[src/rtl/demux_reg_nch_pkg.sv]
// Shared definitions for the registered 1-to-N demultiplexer: per-channel
// holding-register state and the default payload width / channel count.
package demux_reg_nch_pkg;

    typedef enum logic {
        CH_EMPTY = 1'b0,
        CH_FULL  = 1'b1
    } ch_state_e;

    localparam int DEFAULT_DATA_W = 32;
    localparam int DEFAULT_N_CH   = 32;

endpackage : demux_reg_nch_pkg

[src/rtl/demux_ch_slot.sv]
// One output channel of the demultiplexer: a single-entry holding register
// with an EMPTY/FULL flag. A load always wins over a pop, so a simultaneous
// pop and load leaves the slot FULL with the new word (zero-bubble).
module demux_ch_slot
    import demux_reg_nch_pkg::*;
#(
    parameter int DATA_W = DEFAULT_DATA_W
) (
    input  logic              clk,
    input  logic              rst_n,
    input  logic              load_i,
    input  logic [DATA_W-1:0] data_i,
    input  logic              sink_ready_i,
    output logic              ready_o,
    output logic              valid_o,
    output logic [DATA_W-1:0] data_o
);

    ch_state_e         state_q, state_d;
    logic [DATA_W-1:0] data_q, data_d;

    // Next state: load captures new data, a pop without a load empties the slot
    always_comb begin
        state_d = state_q;
        data_d  = data_q;
        if (load_i) begin
            state_d = CH_FULL;
            data_d  = data_i;
        end else if ((state_q == CH_FULL) && sink_ready_i) begin
            state_d = CH_EMPTY;
        end
    end

    // State and payload registers, cleared immediately on reset
    always_ff @(posedge clk or negedge rst_n) begin
        if (!rst_n) begin
            state_q <= CH_EMPTY;
            data_q  <= '0;
        end else begin
            state_q <= state_d;
            data_q  <= data_d;
        end
    end

    // The slot can take a word if it is empty or is being drained this cycle
    assign ready_o = (state_q == CH_EMPTY) || sink_ready_i;
    assign valid_o = (state_q == CH_FULL);
    assign data_o  = data_q;

endmodule : demux_ch_slot

[src/rtl/demux_reg_nch.sv]
// Registered 1-to-N_CH demultiplexer with per-channel valid/ready handshake.
// Each channel is a one-entry slot; words reach their channel one cycle after
// acceptance. Out-of-range selects are accepted, dropped and flagged on
// sel_err. Optional feature: define DEMUX_BCAST_EN to add an in_bcast input
// that loads every channel at once.
module demux_reg_nch
    import demux_reg_nch_pkg::*;
#(
    parameter int DATA_W = DEFAULT_DATA_W,
    parameter int N_CH   = DEFAULT_N_CH,
    parameter int SEL_W  = $clog2(N_CH)
) (
    input  logic                   clk,
    input  logic                   rst_n,
    input  logic                   in_valid,
    output logic                   in_ready,
    input  logic [SEL_W-1:0]       in_sel,
    input  logic [DATA_W-1:0]      in_data,
`ifdef DEMUX_BCAST_EN
    input  logic                   in_bcast,
`endif
    output logic [N_CH-1:0]        out_valid,
    input  logic [N_CH-1:0]        out_ready,
    output logic [N_CH*DATA_W-1:0] out_data,
    output logic                   sel_err
);

    localparam logic [SEL_W:0] N_CH_L = (SEL_W+1)'(N_CH);

    logic            bcastReq;
    logic            selInRange;
    logic            selReady;
    logic            accept;
    logic [N_CH-1:0] slotReady;
    logic [N_CH-1:0] slotLoad;
    logic            selErr_q, selErr_d;

`ifdef DEMUX_BCAST_EN
    assign bcastReq = in_bcast;
`else
    assign bcastReq = 1'b0;
`endif

    assign selInRange = ({1'b0, in_sel} < N_CH_L);

    // Routing: pick the selected slot's readiness, derive in_ready and the
    // per-channel load strobes; in_ready never looks at in_valid
    always_comb begin
        selReady = 1'b0;
        slotLoad = '0;
        for (int k = 0; k < N_CH; k++) begin
            if ({1'b0, in_sel} == (SEL_W+1)'(k)) begin
                selReady = slotReady[k];
            end
        end
        if (bcastReq) begin
            in_ready = &slotReady;
        end else begin
            in_ready = !selInRange || selReady;
        end
        accept = in_valid && in_ready;
        for (int k = 0; k < N_CH; k++) begin
            slotLoad[k] = accept && (bcastReq || ({1'b0, in_sel} == (SEL_W+1)'(k)));
        end
        selErr_d = accept && !bcastReq && !selInRange;
    end

    // Out-of-range flag: a single-cycle pulse following the dropped transfer
    always_ff @(posedge clk or negedge rst_n) begin
        if (!rst_n) begin
            selErr_q <= 1'b0;
        end else begin
            selErr_q <= selErr_d;
        end
    end

    assign sel_err = selErr_q;

    for (genvar g = 0; g < N_CH; g++) begin : gen_slot
        demux_ch_slot #(
            .DATA_W (DATA_W)
        ) u_slot (
            .clk          (clk),
            .rst_n        (rst_n),
            .load_i       (slotLoad[g]),
            .data_i       (in_data),
            .sink_ready_i (out_ready[g]),
            .ready_o      (slotReady[g]),
            .valid_o      (out_valid[g]),
            .data_o       (out_data[g*DATA_W +: DATA_W])
        );
    end

endmodule : demux_reg_nch
[config.mk]
export PLATFORM = sky130hd
export DESIGN_NAME = demux_reg_nch
export DESIGN_NICKNAME = d
export VERILOG_FILES = /design/src/rtl/demux_reg_nch_pkg.sv /design/src/rtl/demux_ch_slot.sv /design/src/rtl/demux_reg_nch.sv
export SDC_FILE = /design/constraint.sdc
export NUM_CORES = 1
export LEC_CHECK = 0
export CORE_AREA = 2 2 445 447
export CTS_CLUSTER_SIZE = 40
export DETAILED_ROUTE_END_ITERATION = 7
export DIE_AREA = 0 0 447 449
export MAX_ROUTING_LAYER = met4
export PLACE_DENSITY_LB_ADDON = 0.08
export SYNTH_ARGS = -nofsm -noshare
export SYNTH_HDL_FRONTEND = slang
export SYNTH_SLANG_ARGS = --single-unit
[constraint.sdc]
create_clock -name clk -period 3.55 [get_ports clk]
set_input_delay 0.5325 -clock clk [delete_from_list [all_inputs] [get_ports clk]]
set_output_delay 0.5325 -clock clk [all_outputs]
set_load 0.1 [all_outputs]
# Word level (Yosys, flattened, before mapping)

Cells that the tools add are included.

ROM bits: 0
Output and inout bits: 1058
Bits in writable memories: 0
Memories: 0
Register bits after elaboration: 1056
Bits in latches: 0
Word-level logic and storage cells: 353
Input port bits: 72

Reduce and logical (&&, ||, !) cells: 130
Bitwise gates (word level): 32
Multiplexer cells: 96
$mul: 0
$lt $le $gt $ge: 0
$add $sub $neg: 0
Equal/unequal tests: 31
Divide/modulo/power cells: 0
Shift-type cells: 0

Operator list:

| operator                                                        | number |
|---|---|
| 1-bit two-way mux                                               | 96 |
| 5-bit == test, second input constant                            | 16 |
| 1-bit logical AND                                               | 65 |
| 2-bit nonzero test                                              | 32 |
| 5-bit by 4-bit == test with 1-bit output, second input constant | 8 |
| 1-bit logical OR                                                | 32 |
| 1-bit inverter                                                  | 32 |
| 5-bit by 3-bit == test with 1-bit output, second input constant | 4 |
| 5-bit by 2-bit == test with 1-bit output, second input constant | 2 |
| 5-bit by 1-bit == test with 1-bit output, second input constant | 1 |
| 5-bit logical NOT                                               | 1 |

# Longest topological paths before layout

Word-level depth: 37
Mapped depth: 13
Mapped depth without buffers: 8

# Modules after synthesis

From an unflattened synthesis, not the netlist that was laid out.

Cells, all modules: 2438
Area, all modules: 45304.7 sq um

Modules (own cells, without submodules):

| module        | cells an instance | sequential area each (sq um) | times used | area an instance (sq um) |
|---|---|---|---|---|
| demux_ch_slot | 71                | 825.8                        | 32         | 1378.8 |
| demux_reg_nch | 166               | 0.0                          | 1          | 1182.4 |

# Worst setup path before layout

No wires, ideal clock.

Kind: input to register
From: in in_sel[0]
To: reg gen_slot[4].u_slot.data_q[10]
Stages: 12
Library setup time: 0.125 ns
Slack: 0.506 ns
Arrival: 2.919 ns
Buffers on the path: 4
Required time: 3.425 ns
Path through: buf_4 nand2b_1 o221a_1 or4_1 a211oi_2 a22oi_1 o21a_2 buf_6 buf_6 nor3_4 buf_6 mux2_2

Cells in the longest elaborated chain, start to end: 35
Elaborated cells between the ends (all ways): 66
Those cells by class: eq/ne (31); mux (32); reduce/logical (3)

RTL lines:

| what                             | RTL line            | text |
|---|---|---|
| start: declaration               | demux_reg_nch.sv:17 | `input logic [SEL_W-1:0] in_sel,` |
| 5-bit logical NOT                | demux_reg_nch.sv:52 | `if ({1'b0, in_sel} == (SEL_W+1)'(k)) begin` |
| 1-bit two-way mux (32 in series) | demux_reg_nch.sv:52 |  |
| 1-bit logical AND                | demux_reg_nch.sv:61 | `accept = in_valid && in_ready;` |
| 1-bit logical AND (*)            | demux_reg_nch.sv:63 | `slotLoad[k] = accept && (bcastReq \|\| ({1'b0, in_sel} == (SEL_W+1)'(k)));` |
| end signal: assignment           | demux_ch_slot.sv:41 | `data_q <= data_d;` |
| end: declaration                 | demux_ch_slot.sv:20 | `logic [DATA_W-1:0] data_q, data_d;` |

Mark *: on every way between the ends. The rest lies on a longest branch, timed or not.
A chain may end at the register's enable or synchronous reset.

# Worst setup path after layout

From: reg gen_slot[16].u_slot.state_q
To: out in_ready

Cells in the longest elaborated chain, start to end: 18

RTL lines:

| what                             | RTL line            | text |
|---|---|---|
| start: declaration               | demux_ch_slot.sv:19 | `ch_state_e state_q, state_d;` |
| start signal: assignment         | demux_ch_slot.sv:40 | `state_q <= state_d;` |
| 1-bit inverter                   | demux_ch_slot.sv:46 | `assign ready_o = (state_q == CH_EMPTY) \|\| sink_ready_i;` |
| 1-bit logical OR                 | demux_ch_slot.sv:46 |  |
| 1-bit two-way mux (16 in series) | demux_reg_nch.sv:52 |  |
| end: declaration                 | demux_reg_nch.sv:16 | `output logic in_ready,` |

Every way passes these cells.

==> results <==
==> sequential cells by signal, summed over array words and instances, names as in the netlist <==
| register | count |
|---|---|
| gen_slot.u_slot.data_o | 1024 |
| gen_slot.u_slot.valid_o | 32 |
==> final timing paths <==
check / slack [ns] / cells after the start / startpoint / endpoint
max: 0.10 / 9 / gen_slot[16].u_slot.valid_o$_DFFE_PN0P_ / in_ready
min: 0.35 / 2 / out_ready[16] / gen_slot[16].u_slot.valid_o$_DFFE_PN0P_
max reg2reg: 0.40 / 12 / gen_slot[5].u_slot.valid_o$_DFFE_PN0P_ / gen_slot[17].u_slot.data_o[26]$_DFFE_PN0P_
min reg2reg: 0.48 / 1 / gen_slot[26].u_slot.data_o[4]$_DFFE_PN0P_ / gen_slot[26].u_slot.data_o[4]$_DFFE_PN0P_
max in group asynchronous: 1.92 / 3 / rst_n / gen_slot[1].u_slot.data_o[16]$_DFFE_PN0P_
min in group asynchronous: 0.38 / 2 / rst_n / gen_slot[18].u_slot.data_o[18]$_DFFE_PN0P_
==> critical path, stage by stage, from the launching register on <==
cell,delay (ns)
dfrtp_1,0.35
inv_1,0.06
o311ai_0,0.45
o32a_1,0.24
o31ai_1,0.08
nor3_2,0.29
nand2b_4,0.07
a41o_1,0.24
a21o_1,0.19
buf_12,0.17
==> layout make-up <==
type	count	area, um2	share of cell area (%)
clock inverters	21	214	0.357
diodes	15	37.5	0.0626
flip-flops and latches	1056	26400	44.1
clock buffers	216	4090	6.81
inverters	18	67.6	0.113
multi-input cells	1191	13000	21.7
repair buffers	1320	12800	21.4
well taps	2640	3300	5.51
==> through the flow <==
step	hold slack, ns	area (um2)
6_report	0.353	60000
2_1_floorplan	0.237	40900
4_1_cts	0.282	59900
3_5_place_dp	0.475	55600
3_3_place_gp	0.467	55600
5_1_grt	0.308	60000
==> per-layer routing <==
layer / track usage [%] / wire, um / up-vias
met5: - / 0 / -
met4: 6.73 / 6770 / 0
met3: 5.37 / 12100 / 255
met2: 34.4 / 102000 / 820
met1: 22.1 / 75800 / 14224
li1: - / - / 11221
==> cell families (layout without fill, tap and decap cells) <==
group,count (synthesis),count (layout)
compound gates,55,55
buf+inv,268,1575
flops,1056,1056
mux,1024,1024
other cells,1,16
simple gates,111,111
==> cell usage in the layout, fill, tap and decap left out, types with 8 or more instances in the layout <==
cell and count:
nand2_1 10, o21ai_0 8, clkbuf_16 146, clkinv_2 10
buf_12 67, a21o_1 13, clkbuf_1 53, buf_4 367
diode_2 15, buf_2 29, nand2b_1 17, nor3_4 24
nor2b_1 11, inv_1 18, mux2_2 953, dfrtp_1 1056
or2_2 8, mux2_4 29, mux2_1 42, clkbuf_8 17
clkdlybuf4s50_1 854
==> cell usage after synthesis, types with 4 or more instances <==
cell type	instances
dfrtp_1	1056
mux2_2	953
clkbuf_1	106
buf_2	59
buf_4	45
mux2_1	42
buf_6	36
mux2_4	29
inv_1	18
nand2b_1	18
nor3_4	17
a21o_1	13
nor2b_1	12
nand2_1	11
o21ai_0	9
or2_2	8
or3_1	8
nor3_2	7
nand3b_1	6
a21oi_1	4
buf_1	4
nand3_1	4
nor2_1	4
nor3b_1	4
o31ai_1	4
==> what timing repair did <==
item | CTS | global route
hold buffers | 1 | 0
endpoints found under the hold margin | 34 | 0
endpoints found under the setup margin | 1 | 1
gates resized for setup | 3 | 9
pin swaps | 0 | 6
setup buffers | 0 | 5
cloned | 0 | 0
==> where the power goes <==
part           internal, mW  switching [mW]  leakage (nW)  total [mW]
combinational          5.62            21.6          11.5        27.2
clock                  8.02            5.59          2.09        13.6
sequential             14.4            1.24          13.9        15.7
==> impl_metrics.csv <==
group,metric,value,unit
clock_network,cts_root_buf,"clkbuf_16",
timing,relSlewSlack,23.2,%
synthesis,synthTopCellsByArea,"dfrtp_1, mux2_2, mux2_1, mux2_4, buf_6",
synthesis,synth_top_area_share,64.7,%
synthesis,synth-seq-area-share,64.7,%
floorplan,core_area,0.196,mm2
floorplan,die_h,449,um
placed_design,dp_hpwl,142000,um
floorplan,rows,163,
cells_and_area,final_cells,6477,
drt,drc,0,
drt,viasPerCell,4.09,
drt,wl_per_cell,30.4,um
synthesis,syn_inst,2515,
critical_path,cp-end-kind,"primary output",
clock_network,cts_tree,"done",
synthesis,syn_area,0.0409,mm2
clock_network,numCtsBuffers,137,
global_route,antenna_found_initial,39,
floorplan,dieArea,0.201,mm2
power_and_ir_drop,powerDensity,941,mW/mm2
global_route,grt_max_degree,86,
timing,setup_slack,0.105,ns
clock_network,clk_path_buf_depth,3,
synthesis,synth_top_family_by_area,"multiplexers",
drt,vias,26520,
drt,first_iter_violations,1219,
power_and_ir_drop,p_total,56.5,mW
power_and_ir_drop,leakage,27.5,nW
placed_design,io_buffers,1128,
cells_and_area,fin_nets,3796,
global_route,grt_pass1_wl,265000,um
synthesis,synthMuxAreaShare,28.5,%
floorplan,pin_count,1130,
drt,drtPass1Iterations,5,
timing,fin_skew,0.0321,ns
placed_design,dp_slack,-0.639,ns
critical_path,startpoint_type,"flop",
run,drv_cap,0,
synthesis,synth_compound_area_share,1.03,%
timing,fin_crit_sh,97.1,%
cells_and_area,layout-drive-gt1-share,44.0,%
power_and_ir_drop,peakVddDrop,0.479,mV
synthesis,synth_area_per_cell,16.3,um2
clock_network,clk_pin_slew,0.06,ns
synthesis,synth-edff-count,0,
timing,min_period,3.45,ns
drt,final_antenna_net_count,0,
global_route,grt_usage,19.9,%
placed_design,dpl.cell_count,6220,
timing,setup_viol,0,
floorplan,dieWidth,447,um
timing,rsz0062_at_grt,"yes",
synthesis,synthesis.nets,2587,
synthesis,yosysWarningCount,0,
synthesis,synthAdderAreaFrac,0,%
placed_design,gp_congestion,0.755,
global_route,grt_pass1_vias,27724,
synthesis,synth-xor-area-share,0,%
timing,fmax,0.290,GHz
drt,wl,197000,um
global_route,grt_overflow,0,
synthesis,synth_top_cell_by_area,"dfrtp_1",
timing,hold_viol,0,
timing,slew_viol_final,0,
timing,fin_tns_setup,0,ns
clock_network,clkSinkCount,1056,
clock_network,worstSkewPairLatency,0.78,ns
cells_and_area,fin_util,30.6,%
status,outcome,"completed",
timing,worst_slew_pin_slew,1.15,ns
synthesis,ys_async_sr_fraction,100,%
cells_and_area,nFillCells,19967,
clock_network,htreeDepth,4,
synthesis,synth-seq-cells,1056,
synthesis,synth-main-ff-cell,"dfrtp_1",
critical_path,cp.arrival,2.91,ns
cells_and_area,area_growth,46.8,%
synthesis,synth_cell_types,52,
critical_path,required,3.02,ns
synthesis,yosys.area_share.simple,2.11,%
critical_path,worstPathMaxFanout,2,
min_path,hp-class,"in -> reg",
critical_path,critPathKind,"reg -> out",
floorplan,start_util,20.8,%
Note: power is estimated with default switching activity, not from simulation.
